## src/rtl/fifo_mult_consumer_if.sv

```systemverilog
// Operand-FIFO pop handshake and product valid/ready bus of the FIFO multiplier consumer.
// master: consumer (DUT) side; slave: FIFO/sink side.
interface fifo_mult_consumer_if;
    logic [2:0]  left_sig;
    logic        read_req;
    logic [15:0] fifo_read_data;
    logic [15:0] product;
    logic        product_valid;
    logic        product_ready;
    logic        busy;
    logic [7:0]  prod_count;

    modport master (
        input  left_sig, fifo_read_data, product_ready,
        output read_req, product, product_valid, busy, prod_count
    );

    modport slave (
        output left_sig, fifo_read_data, product_ready,
        input  read_req, product, product_valid, busy, prod_count
    );
endinterface

```

## src/rtl/fifo_mult_consumer.sv

```systemverilog
// Pops {a,b} words from the operand FIFO and multiplies them with an 8-cycle shift-add loop.
// Optional macro SIGNED_MULT_EN: two's-complement operands (sign-magnitude around the same loop).
module fifo_mult_consumer #(
    parameter logic [2:0] FIFO_DEEP = 3'd4,
    parameter int         OPERAND_W = 8
) (
    input logic                  clk,
    input logic                  rst,
    fifo_mult_consumer_if.master bus
);
    localparam int PROD_W = 2 * OPERAND_W;
    localparam int ITER_W = $clog2(OPERAND_W);
    localparam logic [ITER_W-1:0] ITER_LAST = ITER_W'(OPERAND_W - 1);
    localparam logic [PROD_W-1:0] ONE_PROD  = PROD_W'(1);

    typedef enum logic [2:0] {
        S_IDLE,
        S_RD,
        S_WAIT,
        S_MUL,
        S_DONE
    } state_t;

    state_t              state;
    state_t              next_state;
    logic [OPERAND_W-1:0] op_a;
    logic [OPERAND_W-1:0] op_b;
    logic [PROD_W-1:0]    acc;
    logic [PROD_W-1:0]    partial;
    logic [PROD_W-1:0]    acc_next;
    logic [PROD_W-1:0]    result;
    logic [ITER_W-1:0]    iter;

`ifdef SIGNED_MULT_EN
    localparam logic [OPERAND_W-1:0] ONE_OP = OPERAND_W'(1);
    logic neg;

    // |v| fits in OPERAND_W unsigned bits, including the most negative value.
    function automatic logic [OPERAND_W-1:0] magnitude(input logic signed [OPERAND_W-1:0] v);
        logic [OPERAND_W-1:0] u;
        u = v;
        return u[OPERAND_W-1] ? (~u + ONE_OP) : u;
    endfunction

    function automatic logic [PROD_W-1:0] apply_sign(input logic [PROD_W-1:0] mag,
                                                      input logic           is_neg);
        return is_neg ? (~mag + ONE_PROD) : mag;
    endfunction
`endif

    always_ff @(posedge clk) begin
        if (rst) begin
            state <= S_IDLE;
        end else begin
            state <= next_state;
        end
    end

    always_comb begin
        next_state = state;
        case (state)
            S_IDLE: if (bus.left_sig != FIFO_DEEP) next_state = S_RD;
            S_RD:   next_state = S_WAIT;
            S_WAIT: next_state = S_MUL;
            S_MUL:  if (iter == ITER_LAST) next_state = S_DONE;
            S_DONE: if (bus.product_ready) next_state = S_IDLE;
            default: next_state = S_IDLE;
        endcase
    end

    always_comb begin
        partial  = op_b[iter] ? ({{OPERAND_W{1'b0}}, op_a} << iter) : '0;
        acc_next = acc + partial;
`ifdef SIGNED_MULT_EN
        result   = apply_sign(acc_next, neg);
`else
        result   = acc_next;
`endif
    end

    // Outputs are registered from the next state so they line up with the state they describe.
    always_ff @(posedge clk) begin
        if (rst) begin
            bus.read_req      <= 1'b0;
            bus.busy          <= 1'b0;
            bus.product       <= '0;
            bus.product_valid <= 1'b0;
            bus.prod_count    <= '0;
            op_a              <= '0;
            op_b              <= '0;
            acc               <= '0;
            iter              <= '0;
`ifdef SIGNED_MULT_EN
            neg               <= 1'b0;
`endif
        end else begin
            bus.read_req <= (next_state == S_RD);
            bus.busy     <= (next_state != S_IDLE);
            case (state)
                S_WAIT: begin
`ifdef SIGNED_MULT_EN
                    op_a <= magnitude(bus.fifo_read_data[PROD_W-1:OPERAND_W]);
                    op_b <= magnitude(bus.fifo_read_data[OPERAND_W-1:0]);
                    neg  <= bus.fifo_read_data[PROD_W-1] ^ bus.fifo_read_data[OPERAND_W-1];
`else
                    op_a <= bus.fifo_read_data[PROD_W-1:OPERAND_W];
                    op_b <= bus.fifo_read_data[OPERAND_W-1:0];
`endif
                    acc  <= '0;
                    iter <= '0;
                end
                S_MUL: begin
                    acc  <= acc_next;
                    iter <= iter + 1'b1;
                    if (iter == ITER_LAST) begin
                        bus.product       <= result;
                        bus.product_valid <= 1'b1;
                        bus.prod_count    <= bus.prod_count + 8'd1;
                    end
                end
                S_DONE: begin
                    if (bus.product_ready) bus.product_valid <= 1'b0;
                end
                default: ;
            endcase
        end
    end
endmodule

```

## src/flat_wrapper.sv

```systemverilog
// flat-port wrapper written by rule: the top's interface ports become plain ports
module fifo_mult_consumer_flat 
#(
    parameter logic [2:0] FIFO_DEEP = 3'd4,
    parameter int         OPERAND_W = 8
)
  (clk, rst, bus_left_sig, bus_fifo_read_data, bus_product_ready, bus_read_req, bus_product, bus_product_valid, bus_busy, bus_prod_count);
  fifo_mult_consumer_if bus_i ();
  input logic clk;
  input logic rst;
  input wire logic [$bits(bus_i.left_sig)-1:0] bus_left_sig;
  input wire logic [$bits(bus_i.fifo_read_data)-1:0] bus_fifo_read_data;
  input wire logic [$bits(bus_i.product_ready)-1:0] bus_product_ready;
  output wire logic [$bits(bus_i.read_req)-1:0] bus_read_req;
  output wire logic [$bits(bus_i.product)-1:0] bus_product;
  output wire logic [$bits(bus_i.product_valid)-1:0] bus_product_valid;
  output wire logic [$bits(bus_i.busy)-1:0] bus_busy;
  output wire logic [$bits(bus_i.prod_count)-1:0] bus_prod_count;
  assign bus_i.left_sig = bus_left_sig;
  assign bus_i.fifo_read_data = bus_fifo_read_data;
  assign bus_i.product_ready = bus_product_ready;
  assign bus_read_req = bus_i.read_req;
  assign bus_product = bus_i.product;
  assign bus_product_valid = bus_i.product_valid;
  assign bus_busy = bus_i.busy;
  assign bus_prod_count = bus_i.prod_count;
  fifo_mult_consumer #(.FIFO_DEEP(FIFO_DEEP), .OPERAND_W(OPERAND_W)) u_core (.clk(clk), .rst(rst), .bus(bus_i));
endmodule
```

## config.mk

```make
export PLATFORM = sky130hd
export DESIGN_NAME = fifo_mult_consumer_flat
export DESIGN_NICKNAME = d
export VERILOG_FILES = /design/src/rtl/fifo_mult_consumer_if.sv /design/src/rtl/fifo_mult_consumer.sv /design/src/flat_wrapper.sv
export SDC_FILE = /design/constraint.sdc
export NUM_CORES = 1
export LEC_CHECK = 0
export CORE_UTILIZATION = 55
export DETAILED_ROUTE_END_ITERATION = 12
export PLACE_DENSITY = 0.9
export SYNTH_ARGS = -nofsm -noshare
export SYNTH_HDL_FRONTEND = slang
export SYNTH_SLANG_ARGS = --single-unit
```

## constraint.sdc

```tcl
create_clock -name clk -period 4.05 [get_ports clk]
set_clock_uncertainty 0.1 [all_clocks]
set_input_delay 1.0125 -clock clk [delete_from_list [all_inputs] [get_ports clk]]
set_output_delay 1.0125 -clock clk [all_outputs]
set_load 0.005 [all_outputs]
```

# ---- Word-level counts from Yosys, hierarchy flattened
# Cells that the tools add are included.
dict set report totals {
  reg_bits 65
  in_bits 22
  out_inout_bits 27
}
dict set report classes {
  eq_ne 9
  addsub 3
  order_cmp 1
  muxes 12
  shift 1
  n_reduce_logical 6
}
# cell count
set ops {}
lappend ops {{one-hot mux 16 bit (2 select lines)} 1}
lappend ops {{adder 16 bit} 1}
lappend ops {{two-way mux 16 bit} 1}
lappend ops {{<< shifter 8 x 3 -> 16 bit} 1}
lappend ops {{one-hot mux 3 bit (5 select lines)} 1}
lappend ops {{two-way mux 3 bit} 3}
lappend ops {{adder 8 x 1 -> 8 bit (second input constant)} 1}
lappend ops {{equality test 3 x 1 -> 1 bit (second input constant)} 2}
lappend ops {{equality test 3 x 2 -> 1 bit (second input constant)} 2}
lappend ops {{equality test 3 bit (second input constant)} 2}
lappend ops {{one-hot mux 3 bit (2 select lines)} 1}
lappend ops {{less-than comparator 3 x 4 -> 1 bit (second input constant)} 1}
lappend ops {{nonzero test 2 bit} 2}
lappend ops {{adder 3 x 1 -> 3 bit (second input constant)} 1}
lappend ops {{binary-select mux 1 bit (select 3 bit)} 1}
lappend ops {{zero test 3 bit} 1}
lappend ops {{two-way mux 1 bit} 3}
lappend ops {{inequality test 3 bit (second input constant)} 1}
lappend ops {{AND reduction 3 bit} 1}
lappend ops {{nonzero test 3 bit} 1}
lappend ops {{inequality test 2 x 1 -> 1 bit (second input constant)} 1}
lappend ops {{inequality test 2 bit (second input constant)} 1}
lappend ops {{one-hot mux 1 bit (2 select lines)} 1}
lappend ops {{AND reduction 2 bit} 1}

# ---- Depth between registers and ports, before layout
dict set report logic_depth {
  depth_word 5
  depth_mapped 15
  mapped_depth_nobuf 13
}

# ---- Worst setup path before layout
# Ideal clock, no wire load.
dict set report synth_timing {
  kind {register -> register}
  startpoint {reg u_core.iter[0]}
  endpoint {reg u_core.acc[10]}
  stages_incl_launch_ff 14
  required_time_ns 3.833
  n_path_buf 2
  setup_slack_ns 0.788
  arrival_ns 3.045
  cell_sequence {dfxtp_1 -> buf_2 -> mux4_2 -> nand2_1 -> and2_1 -> clkbuf_1 -> nor2_1 -> ha_1 -> and3_1 -> a221oi_2 -> a21oi_2 -> a31oi_4 -> xnor2_1 -> a22o_1}
}
dict set report synth_via {
  elab_chain_len 5
  elab_cells_between_ends 6
  cone_classes {add/sub: 1; shift: 1; mux: 4}
}
# element line
set synth_rtl {}
lappend synth_rtl {{from (decl)} fifo_mult_consumer.sv:32} ;# logic [ITER_W-1:0] iter;
lappend synth_rtl {{from (signal assigned)} fifo_mult_consumer.sv:114} ;# iter <= iter + 1'b1;
lappend synth_rtl {{binary-select mux 1 bit (select 3 bit)} fifo_mult_consumer.sv:72} ;# partial = op_b[iter] ? ({{OPERAND_W{1'b0}}, op_a} << iter) : '0;
lappend synth_rtl {{two-way mux 1 bit (not written as such)} fifo_mult_consumer.sv:72}
lappend synth_rtl {{two-way mux 16 bit (*)} fifo_mult_consumer.sv:72}
lappend synth_rtl {{adder 16 bit (*)} fifo_mult_consumer.sv:73} ;# acc_next = acc + partial;
lappend synth_rtl {{one-hot mux 16 bit (2 select lines) (*)} fifo_mult_consumer.sv:99} ;# case (state)
lappend synth_rtl {{to (signal assigned)} fifo_mult_consumer.sv:113} ;# acc <= acc_next;
lappend synth_rtl {{to (decl)} fifo_mult_consumer.sv:28} ;# logic [PROD_W-1:0] acc;
# Every way passes the cells marked *; elsewhere a longest branch is shown, timed or not. The select of a mux whose other input is x is not followed.
# A chain may end at the register's enable or synchronous reset.

# ---- Worst setup path in the final report
dict set report layout_timing {
  startpoint {reg u_core.iter[1]}
  endpoint {reg u_core.bus.product[13]}
}
dict set report layout_via {
  elab_chain_len 4
  elab_cells_between_ends 7
  cone_classes {add/sub: 1; eq/ne: 1; shift: 1; mux: 3; reduce/logical: 1}
}
# element line
set layout_rtl {}
lappend layout_rtl {{binary-select mux 1 bit (select 3 bit)} fifo_mult_consumer.sv:72}
lappend layout_rtl {{two-way mux 1 bit (not written as such)} fifo_mult_consumer.sv:72}
lappend layout_rtl {{two-way mux 16 bit} fifo_mult_consumer.sv:72}
lappend layout_rtl {{adder 16 bit} fifo_mult_consumer.sv:73}
lappend layout_rtl {{to (signal assigned)} fifo_mult_consumer.sv:116} ;# bus.product <= result;
lappend layout_rtl {{to (decl)} fifo_mult_consumer_if.sv:15} ;# output read_req, product, product_valid, busy, prod_count
# Parallel ways exist; a longest one is shown, timed or not. The select of a mux whose other input is x is not followed.

==> impl_metrics.sql <==
INSERT INTO impl_metrics (metric_group, metric, value, unit) VALUES
('route', 'avgRoutedWirePerCell', '15.3', 'um'),
('final_layout', 'layout_common_cells', 'nand2_1, dfxtp_1, nor2_1', ''),
('power', 'vdd_ir_drop_max', '296', 'uV'),
('logic_synthesis', 'synth_edf_count', '0', ''),
('worst_setup_path', 'path_max_fanout', '13', ''),
('worst_setup_path', 'worstPathRequired', '4.18', 'ns'),
('clock_network', 'cts_inserted_buffers', '9', ''),
('floorplanning', 'placeableCoreArea', '6030', 'um^2'),
('route', 'route.detailed.drc', '0', ''),
('worst_hold_path', 'min_path_type', 'reg2reg', ''),
('grt', 'grt_pass1_wl', '13900', 'um'),
('sta', 'grt_setup_unrepaired', 'false', ''),
('logic_synthesis', 'synth-main-ff-cell', 'dfxtp_1', ''),
('power', 'p_switching', '323', 'uW'),
('sta', 'tightestPinTransition', '0.936', 'ns'),
('sta', 'slew_headroom', '37.4', '%'),
('power', 'power.switching_fraction', '25.0', '%'),
('worst_setup_path', 'timing.critical_path.slowest_stage_cell', 'dfxtp_1', ''),
('worst_setup_path', 'crit_type', 'reg2reg', ''),
('logic_synthesis', 'netlist_instances', '436', ''),
('clock_network', 'cts_repair_resize_count', '0', ''),
('floorplanning', 'initial_core_util', '57.9', '%'),
('worst_setup_path', 'setup.worst_path.end_class', 'register', ''),
('floorplanning', 'chipHeight', '81.6', 'um'),
('final_layout', 'number_of_nets_at_the_end_of_the_flow', '515', ''),
('clock_network', 'numClockSinks', '65', ''),
('power', 'p_comb_share', '8.1', '%'),
('worst_setup_path', 'cp_cell_sequence', 'mux4_2 > nand2_1 > and2_1 > a21oi_1 > ha_1 > nand2_1 > a211oi_1 > o21ai_1 > o21ai_1 > a21oi_1 > o31a_1', ''),
('worst_hold_path', 'hold_path.startpoint', 'u_core.bus.product[5]', ''),
('clock_network', 'cts_buffer_depth', '2', ''),
('place', 'port_buffers', '48', ''),
('clock_network', 'clock_tree_from_tritoncts', 'yes', ''),
('sta', 'timing.final.max_slew_violations', '0', ''),
('sta', 'setup-tns-final', '0', 'ns'),
('clock_network', 'post_cts.repair.setup_buffers', '0', ''),
('logic_synthesis', 'synth_warnings', '0', ''),
('clock_network', 'ctsRootBufferMaster', 'clkbuf_8', ''),
('grt', 'grtUsageTotal', '27.5', '%'),
('power', 'share_seq_of_total_power', '51.6', '%'),
('route', 'detail_route.iter0.violations', '172', ''),
('worst_setup_path', 'crit_path_max_incr_delay', '0.61', 'ns'),
('power', 'power.leakage', '0.00163', 'uW'),
('place', 'place_congestion', '0.934', ''),
('logic_synthesis', 'sequential_area_share_after_synthesis', '37.3', '%'),
('place', 'dp_hpwl', '6150', 'um'),
('clock_network', 'cts.clk_slew.worst_paths', '0.07', 'ns'),
('final_layout', 'antenna-diode-count', '0', ''),
('sta', 'finalCritPeriodShare', '85.2', '%'),
('worst_setup_path', 'worstPathArrival', '3.58', 'ns'),
('logic_synthesis', 'synth.cell_area', '3490', 'um^2'),
('power', 'clock_power_share', '40.3', '%'),
('sta', 'timing.final.crit_period', '3.45', 'ns'),
('sta', 'final_number_of_setup_violating_endpoints', '0', ''),
('clock_network', 'worst_skew_pair.late_latency', '0.35', 'ns'),
('sta', 'max_clock_freq', '0.290', 'GHz'),
('worst_setup_path', 'worst_setup_path_start_kind', 'register', ''),
('final_layout', 'drive_gt1_share', '7.10', '%'),
('final_layout', 'finalNonFillerCells', '554', ''),
('logic_synthesis', 'postSynth.asyncResetShare', '0', '%'),
('floorplanning', 'num_io_pins', '49', ''),
('logic_synthesis', 'ys_types', '53', ''),
('flow_run', 'maxCapViolCount', '0', ''),
('route', 'total_number_of_vias', '3234', ''),
('power', 'cellInternalPower', '971', 'uW'),
('final_layout', 'core_occupancy_in_the_finished_layout', '69.4', '%'),
('route', 'postRouteWirelength', '8470', 'um'),
('route', 'antenna_violating_nets_post_route', '0', ''),
('sta', 'timing.final.hold_violations', '0', ''),
('grt', 'antenna_violations_before_repair', '0', ''),
('floorplanning', 'placement_rows', '28', ''),
('outcome', 'outcome', 'completed', '');
[layout make-up]
class	instances	area, um^2
clock buffer	13	169
sequential	65	1300
fill	467	1840
clock inverter	3	23.8
inverter	8	30.0
multi-input combinational	338	2060
tap	75	93.8
timing repair buffer	52	505
[per-layer routing]
metal	share of wire (%)	up-vias	GRT usage, %
li1	-	1600	-
met3	5.9	17	5.67
met5	0	-	0
met1	43	1515	31.8
met4	1.8	0	12.8
met2	49	102	48.5
[state kept, by name (all words and copies together) (netlist names)]
| name | flops |
|---|---|
| u_core.bus.prod_count | 8 |
| u_core.state | 3 |
| u_core.op_a | 8 |
| u_core.bus.busy | 1 |
| u_core.acc | 16 |
| u_core.bus.product_valid | 1 |
| u_core.iter | 3 |
| u_core.bus.product | 16 |
| u_core.bus.read_req | 1 |
| u_core.op_b | 8 |
[power groups by stage]
| stage | Clock, uW | Combinational, uW | Sequential, uW |
|---|---|---|---|
| 3_3_place_gp | 0 | 99.8 | 680 |
| 5_1_grt | 560 | 116 | 669 |
| 4_1_cts | 527 | 105 | 667 |
| 2_1_floorplan | 0 | 69.3 | 674 |
| 3_5_place_dp | 0 | 103 | 681 |
| 6_report | 522 | 105 | 667 |
[worst min-delay path, delay by kind of cell (launching register included)]
family	cells	cell delay, ns
flops	1	0.31
simple gates	1	0.05
compound gates	1	0.06
[through the flow]
| stage | hold slack (ns) | total power (uW) | worst slack, ns | instance area [um^2] |
|---|---|---|---|---|
| floorplan | 0.332 | 743 | 0.788 | 3490 |
| global placement | 0.344 | 780 | 0.807 | 3990 |
| detailed placement | 0.352 | 784 | 0.688 | 3990 |
| CTS | 0.364 | 1300 | 0.656 | 4180 |
| global route | 0.376 | 1340 | 0.315 | 4180 |
| finish | 0.361 | 1290 | 0.601 | 4180 |
[cells by family after synthesis]
logic type      after synthesis  share of synthesized area [%]
simple gates                186                           24.1
compound gates              106                           19.9
flops                        65                           37.3
buf+inv                      33                           3.66
fa+ha+maj                    19                           7.03
xor+xnor                     18                           4.52
mux                           9                           3.41
[worst paths after layout]
path | slack [ns] | cells past startpoint | endpoint
worst min-delay path | 0.36 | 2 | u_core.bus.product[5]
worst max-delay path | 0.60 | 11 | u_core.bus.product[13]
worst max register to register | 0.60 | 11 | u_core.bus.product[13]
worst min register to register | 0.36 | 2 | u_core.bus.product[5]
[cell usage after synthesis (2+ instances only)]
cell      instances  area [um^2]
a211o_1           2         17.5
a211oi_1          5         37.5
a21o_1            8         60.1
a21oi_1          48          240
a22o_1            3         26.3
a22oi_1           6         45.0
a31oi_1           2         12.5
and2_1            3         18.8
and3_1            5         31.3
buf_2             3         15.0
clkbuf_1         22         82.6
dfxtp_1          65         1300
ha_1             18          225
inv_1             8         30.0
mux2_2            3         33.8
mux2i_1           4         40.0
mux4_2            2         45.0
nand2_1          73          274
nand2b_1          3         18.8
nand3_1          17         85.1
nand3b_1          5         37.5
nand4_1           4         25.0
nand4b_1          2         17.5
nor2_1           52          195
nor3_1            8         40.0
nor3b_1           3         22.5
o21a_1            4         30.0
o21ai_0           8         40.0
o21ai_1           3         15.0
o21bai_1          2         15.0
o31a_1            2         17.5
o31ai_1           3         22.5
or2_2             3         18.8
or4_1             2         15.0
xnor2_1          10         87.6
xor2_1            8         70.1
Power figures use the tool's default switching activity.
